[src/rtl/weight_controller.sv]
// Fetches od1/od2 3x3 kernels for one input channel from weight SRAM into two register banks.
// One read per cycle; returning data is tagged {bank, tap} so any RD_LAT lands in the right slot.
module weight_controller #(
  parameter int DW     = 8,
  parameter int ADDR_W = 16,
  parameter int RD_LAT = 1
) (
  input  logic              clk,
  input  logic              reset,
  input  logic              weight_prepare_i,
  input  logic              weight_start_i,
  input  logic [7:0]        weight_od1_i,
  input  logic [7:0]        weight_od2_i,
  input  logic [3:0]        weight_id_i,
  input  logic [7:0]        total_od_i,
  output logic              mem_ren_o,
  output logic [ADDR_W-1:0] mem_addr_o,
  input  logic [DW-1:0]     mem_rdata_i,
  output logic              weight_ready_o,
  output logic              w_valid_o,
  output logic [9*DW-1:0]   w1_o,
  output logic [9*DW-1:0]   w2_o
);

  typedef enum logic [2:0] {
    S_IDLE,
    S_FETCH1,
    S_FETCH2,
    S_DRAIN,
    S_READY,
    S_ACTIVE
  } state_t;

  state_t r_state;
  state_t w_state_nxt;

  logic [7:0]        r_od1;
  logic [7:0]        r_od2;
  logic [3:0]        r_id;
  logic              r_od2_v;
  logic [3:0]        r_k;
  logic [9*DW-1:0]   r_bank1;
  logic [9*DW-1:0]   r_bank2;

  logic [RD_LAT-1:0] r_pipe_vld;
  logic [RD_LAT-1:0] r_pipe_bank;
  logic [3:0]        r_pipe_k [RD_LAT];

  logic              w_fetching;
  logic              w_abort;
  logic              w_more;
  logic              w_od2_v_new;
  logic              w_start_fetch;
  logic [7:0]        w_od;
  logic [ADDR_W-1:0] w_addr;

  assign w_fetching    = (r_state == S_FETCH1) || (r_state == S_FETCH2);
  assign w_od2_v_new   = (weight_od2_i < total_od_i);
  assign w_start_fetch = (r_state == S_IDLE) && weight_prepare_i;
  assign w_abort       = (w_fetching || (r_state == S_DRAIN)) && !weight_prepare_i;

  assign w_od   = (r_state == S_FETCH2) ? r_od2 : r_od1;
  assign w_addr = ADDR_W'({w_od, r_id}) * ADDR_W'(9) + ADDR_W'(r_k);

  // Reads still in flight after this cycle; the last stage is being written now.
  always_comb begin
    w_more = 1'b0;
    for (int i = 0; i < RD_LAT - 1; i++) begin
      w_more = w_more | r_pipe_vld[i];
    end
  end

  always_comb begin
    w_state_nxt = r_state;
    case (r_state)
      S_IDLE: begin
        if (weight_prepare_i) w_state_nxt = S_FETCH1;
      end
      S_FETCH1: begin
        if (!weight_prepare_i)  w_state_nxt = S_IDLE;
        else if (r_k == 4'd8)   w_state_nxt = r_od2_v ? S_FETCH2 : S_DRAIN;
      end
      S_FETCH2: begin
        if (!weight_prepare_i)  w_state_nxt = S_IDLE;
        else if (r_k == 4'd8)   w_state_nxt = S_DRAIN;
      end
      S_DRAIN: begin
        if (!weight_prepare_i)  w_state_nxt = S_IDLE;
        else if (!w_more)       w_state_nxt = S_READY;
      end
      S_READY: begin
        if (weight_start_i) w_state_nxt = S_ACTIVE;
      end
      S_ACTIVE: begin
        if (!weight_start_i) w_state_nxt = S_IDLE;
      end
      default: w_state_nxt = S_IDLE;
    endcase
  end

  always_ff @(posedge clk) begin
    if (!reset) begin
      r_state <= S_IDLE;
    end else begin
      r_state <= w_state_nxt;
    end
  end

  always_ff @(posedge clk) begin
    if (!reset) begin
      r_od1   <= '0;
      r_od2   <= '0;
      r_id    <= '0;
      r_od2_v <= 1'b0;
      r_k     <= '0;
    end else begin
      if (w_start_fetch) begin
        r_od1   <= weight_od1_i;
        r_od2   <= weight_od2_i;
        r_id    <= weight_id_i;
        r_od2_v <= w_od2_v_new;
      end
      if (w_fetching && !w_abort && (r_k != 4'd8)) begin
        r_k <= r_k + 4'd1;
      end else begin
        r_k <= '0;
      end
    end
  end

  // Abort flushes the tags so stale returns cannot land after a new bank-2 zero-fill.
  always_ff @(posedge clk) begin
    if (!reset || w_abort) begin
      r_pipe_vld  <= '0;
      r_pipe_bank <= '0;
      for (int i = 0; i < RD_LAT; i++) begin
        r_pipe_k[i] <= '0;
      end
    end else begin
      r_pipe_vld[0]  <= mem_ren_o;
      r_pipe_bank[0] <= (r_state == S_FETCH2);
      r_pipe_k[0]    <= r_k;
      for (int i = 1; i < RD_LAT; i++) begin
        r_pipe_vld[i]  <= r_pipe_vld[i-1];
        r_pipe_bank[i] <= r_pipe_bank[i-1];
        r_pipe_k[i]    <= r_pipe_k[i-1];
      end
    end
  end

  always_ff @(posedge clk) begin
    if (!reset) begin
      r_bank1 <= '0;
      r_bank2 <= '0;
    end else begin
      if (r_pipe_vld[RD_LAT-1]) begin
        if (r_pipe_bank[RD_LAT-1]) begin
          r_bank2[r_pipe_k[RD_LAT-1]*DW +: DW] <= mem_rdata_i;
        end else begin
          r_bank1[r_pipe_k[RD_LAT-1]*DW +: DW] <= mem_rdata_i;
        end
      end
      if (w_start_fetch && !w_od2_v_new) begin
        r_bank2 <= '0;
      end
    end
  end

  assign mem_ren_o      = w_fetching;
  assign mem_addr_o     = w_fetching ? w_addr : '0;
  assign weight_ready_o = (r_state == S_READY) || (r_state == S_ACTIVE);
  assign w_valid_o      = (r_state == S_ACTIVE);
  assign w1_o           = r_bank1;
  assign w2_o           = r_bank2;

endmodule

[config.mk]
export PLATFORM = sky130hd
export DESIGN_NAME = weight_controller
export DESIGN_NICKNAME = d
export VERILOG_FILES = /design/src/rtl/weight_controller.sv
export SDC_FILE = /design/constraint.sdc
export NUM_CORES = 1
export LEC_CHECK = 0
export ABC_AREA = 0
export BUFFER_PORTS_ARGS = -buffer_cell sky130_fd_sc_hd__buf_2
export CORE_UTILIZATION = 50
export CTS_CLUSTER_SIZE = 40
export DETAILED_ROUTE_END_ITERATION = 8
export GPL_ROUTABILITY_DRIVEN = 0
export PLACE_DENSITY_LB_ADDON = 0.1
export SKIP_LAST_GASP = 1
export SLEW_MARGIN = 10
export SYNTH_ARGS = -nofsm -noshare
export SYNTH_HDL_FRONTEND = slang
export SYNTH_SLANG_ARGS = --single-unit
[constraint.sdc]
create_clock -name clk -period 11 [get_ports clk]
set_input_delay 2.2 -clock clk [delete_from_list [all_inputs] [get_ports clk]]
set_output_delay 2.2 -clock clk [all_outputs]
set_load 0.03 [all_outputs]
==> reports/qor.txt <==
Post-synthesis compound-gate area fraction -> 0.1368
Overflow after GRT -> 0
Total of warnings raised by yosys -> 0
Overall routing resource usage -> 0.2494
Sw frac -> 0.2592
Sw Pwr -> 376.6 uW
Deepest clock path buffer count -> 2
ANT cells -> 0
CTS resizes -> 0
Global-route wire length before repair -> 34.09 mm
RSZ-0062 raised after global routing -> no
Skew final -> 0.01364 ns
Clk root buf -> clkbuf_16
Pins Over Slew Limit -> 0
Fmax -> 0.1563 GHz
Post-synth top area share -> 0.4267
CP Capture Type -> primary output
Worst slew margin -> 0.4398
Drt total wl -> 21.30 mm
CORE AREA -> 16120 um2
Hold WS -> 0.4604 ns
Chip height -> 131.2 um
Synth top area cells -> dfxtp_1 (43%), mux2i_1 (14%), ha_1 (6.6%)
Residual DRC count -> 0
Worst-Skew Late Latency -> 0.43 ns
Top_reg_cell synth -> dfxtp_1
Leakage -> 4.788 nW
Reg clk slew, reported paths -> 0.06 ns
Die Wd -> 131.2 um
Number of synthesized register bits -> 178
Clock power share -> 0.435
NumNets Final -> 1131
HPWL Detailed -> 14.60 mm
Biggest fanout along the worst timing path -> 11
Cell Pwr Density -> 144.2 nW/um2
Largest family of logic cells by synthesized area -> simple AND/OR/NAND/NOR gates
IO Pins -> 203
TritonCTS Buffers -> 17
Post-synthesis xor/xnor area fraction -> 0.01244
Final std cells w/o fill -> 1275
Avg Inst Size Synth -> 9.533 um2
Post-CTS Setup Bufs -> 0
Sequential fraction of design power -> 0.458
Logic gate share of total power -> 0.107
Tcrit/Tclk final -> 0.5816
Routed vias -> 6762
Syn_nets -> 961
Critical path data arrival time -> 4.20 ns
Die area -> 17220 um2
Mux contribution to synthesized area -> 0.1458
# rows -> 46
Critical-path cell list -> nor3b_1 -> buf_4 -> mux2i_1 -> inv_1 -> ha_1 -> ha_1 -> ha_1 -> o211ai_1 -> o21ai_0 -> o221ai_1 -> a31oi_1 -> mux2i_1 -> buf_2
Clock Sinks -> 178
Layout cells sized above 1 -> 0.2568
Commonest non-fill, non-tap cell in the layout -> buf_2
Drt wl/cell -> 16.71 um
Number of global-route vias before repair -> 6309
Worst path max stage delay -> 0.54 ns
GRT met1 Usage -> 0.3326
GRT met3 Usage -> 0.04823
Drt initial violations -> 372
Minimum clock period -> 6.398 ns
Most frequent CP cell -> ha_1
Async S/R FF share, synth -> 0
Fin worst setup slack -> 4.602 ns
Most used routing layer -> met2
DR vias/cell -> 5.304
Endpoints failing hold -> 0
# setup viols final -> 0
Dominant cell type by area after synthesis -> dfxtp_1
Critical path's slowest cell -> dfxtp_1
Post-synthesis simple-gate area fraction -> 0.1687
Synthesized area -> 8351 um2
Buffers on Ports -> 202
Initial antenna violation count -> 0
Crit start category -> flip-flop
Maximum VDD drop -> 0.1121 mV
Worst-margin pin slew -> 0.8403 ns
Outcome -> finished clean
Synthesized instance count -> 876
Register area share after synthesis -> 0.4267
Placed cells -> 1243
CP Class -> reg2out
Initial Utilization -> 0.5182
Internal -> 1.076 mW
Post-synth EDFFs -> 0
CTS hold repair buffers -> 0
Synth unique cells -> 65
Final ANT Viol Nets -> 0
Setup TNS Final -> 0 ns
Met2 Resource Use GR -> 0.4054
Worst hold path class -> reg2reg
Max Cap Viol -> 0
Largest net degree at the start of global routing -> 99
1st-pass router iterations -> 5
CTS tree -> done
Adder-Cell Fraction of Synth Area -> 0.06832
Worst Path Required -> 8.80 ns
Most frequent cells in the layout -> buf_2 (202), dfxtp_1 (178), mux2i_1 (116), nand2_1 (91), a21oi_1 (88)
DP Worst Slack -> 5.060 ns
Htree depth -> 4
P&R area growth vs syn -> 20.65%
## routing by layer
metal | vias to the layer above | wire length (um)
met1 | 3180 | 10010
met2 | 175 | 10000
met4 | 0 | 255
li1 | 3393 | -
met5 | - | 0
met3 | 14 | 1033
## kinds of logic after synthesis
logic type / after synthesis
flops: 178
buf+inv: 77
fa+ha+maj: 45
mux: 121
xor+xnor: 11
simple gates: 264
compound gates: 180
## worst max-delay path: cells and delay by family, from the launching register on
| kind | cells | cell delay [ns] |
|---|---|---|
| AOI/OAI and AO/OA | 4 | 1.03 |
| adders and majority gates | 3 | 0.96 |
| DFF | 1 | 0.54 |
| muxes | 2 | 0.52 |
| buffers and inverters | 3 | 0.50 |
| and+or+nand+nor | 1 | 0.23 |
## state kept, by name (all words and copies together) (netlist names)
signal / flops
w2_o: 72
w1_o: 72
r_k: 4
r_pipe_vld: 1
r_od2_v: 1
r_od2: 8
r_pipe_k: 4
r_id: 4
r_od1: 8
r_state: 3
r_pipe_bank: 1
## stage by stage
step | instance area, um2 | power, mW | util
after floorplan | 8351 | 0.7888 | -
after global placement | 9457 | 0.8358 | 0.5868
after detailed placement | 9457 | 0.8362 | 0.5868
after CTS | 10070 | 1.465 | 0.6252
after global routing | 10070 | 1.507 | 0.6252
final | 10070 | 1.453 | 0.6252
## cell usage after synthesis, drive strengths merged, types with 2 or more instances
| library cell | instances |
|---|---|
| dfxtp | 178 |
| mux2i | 116 |
| nand2 | 92 |
| a21oi | 88 |
| a21boi | 54 |
| ha | 44 |
| nor2b | 42 |
| clkbuf | 41 |
| nand3 | 41 |
| nor2 | 23 |
| buf | 20 |
| inv | 16 |
| and2 | 14 |
| nor3 | 10 |
| o21ai | 9 |
| a21o | 8 |
| nand2b | 8 |
| and2b | 7 |
| and3 | 6 |
| xor2 | 6 |
| mux2 | 5 |
| xnor2 | 5 |
| nand3b | 4 |
| nand4 | 4 |
| nor3b | 4 |
| or3 | 4 |
| a211oi | 3 |
| a31oi | 3 |
| o21a | 3 |
| nand4b | 2 |
## power by group through the flow
stage	sequential [mW]	combinational (mW)	clock, mW
6_report	0.666	0.156	0.631
3_5_place_dp	0.680	0.156	0
2_1_floorplan	0.676	0.113	0
4_1_cts	0.666	0.156	0.643
5_1_grt	0.667	0.173	0.667
3_3_place_gp	0.680	0.155	0
## worst paths after layout
check / from / to / slack, ns / depth (start not counted)
worst min register to register: w1_o[22] / w1_o[22] / 0.46 / 2
worst max-delay path: r_state[1] / mem_addr_o[13] / 4.60 / 13
worst max register to register: r_pipe_k[0][0] / w2_o[48] / 8.29 / 7
worst min-delay path: w1_o[22] / w1_o[22] / 0.46 / 2
## final cells by class
class | instances | area (um2)
flip-flops and latches | 178 | 3563
well taps | 216 | 270.3
repair buffers | 212 | 1086
multi-input cells | 621 | 4477
inverters | 16 | 60.06
clock buffers | 19 | 442.9
clock inverters | 13 | 175.2
fillers | 1448 | 6041
No activity file was read; power rests on OpenSTA's default activity.
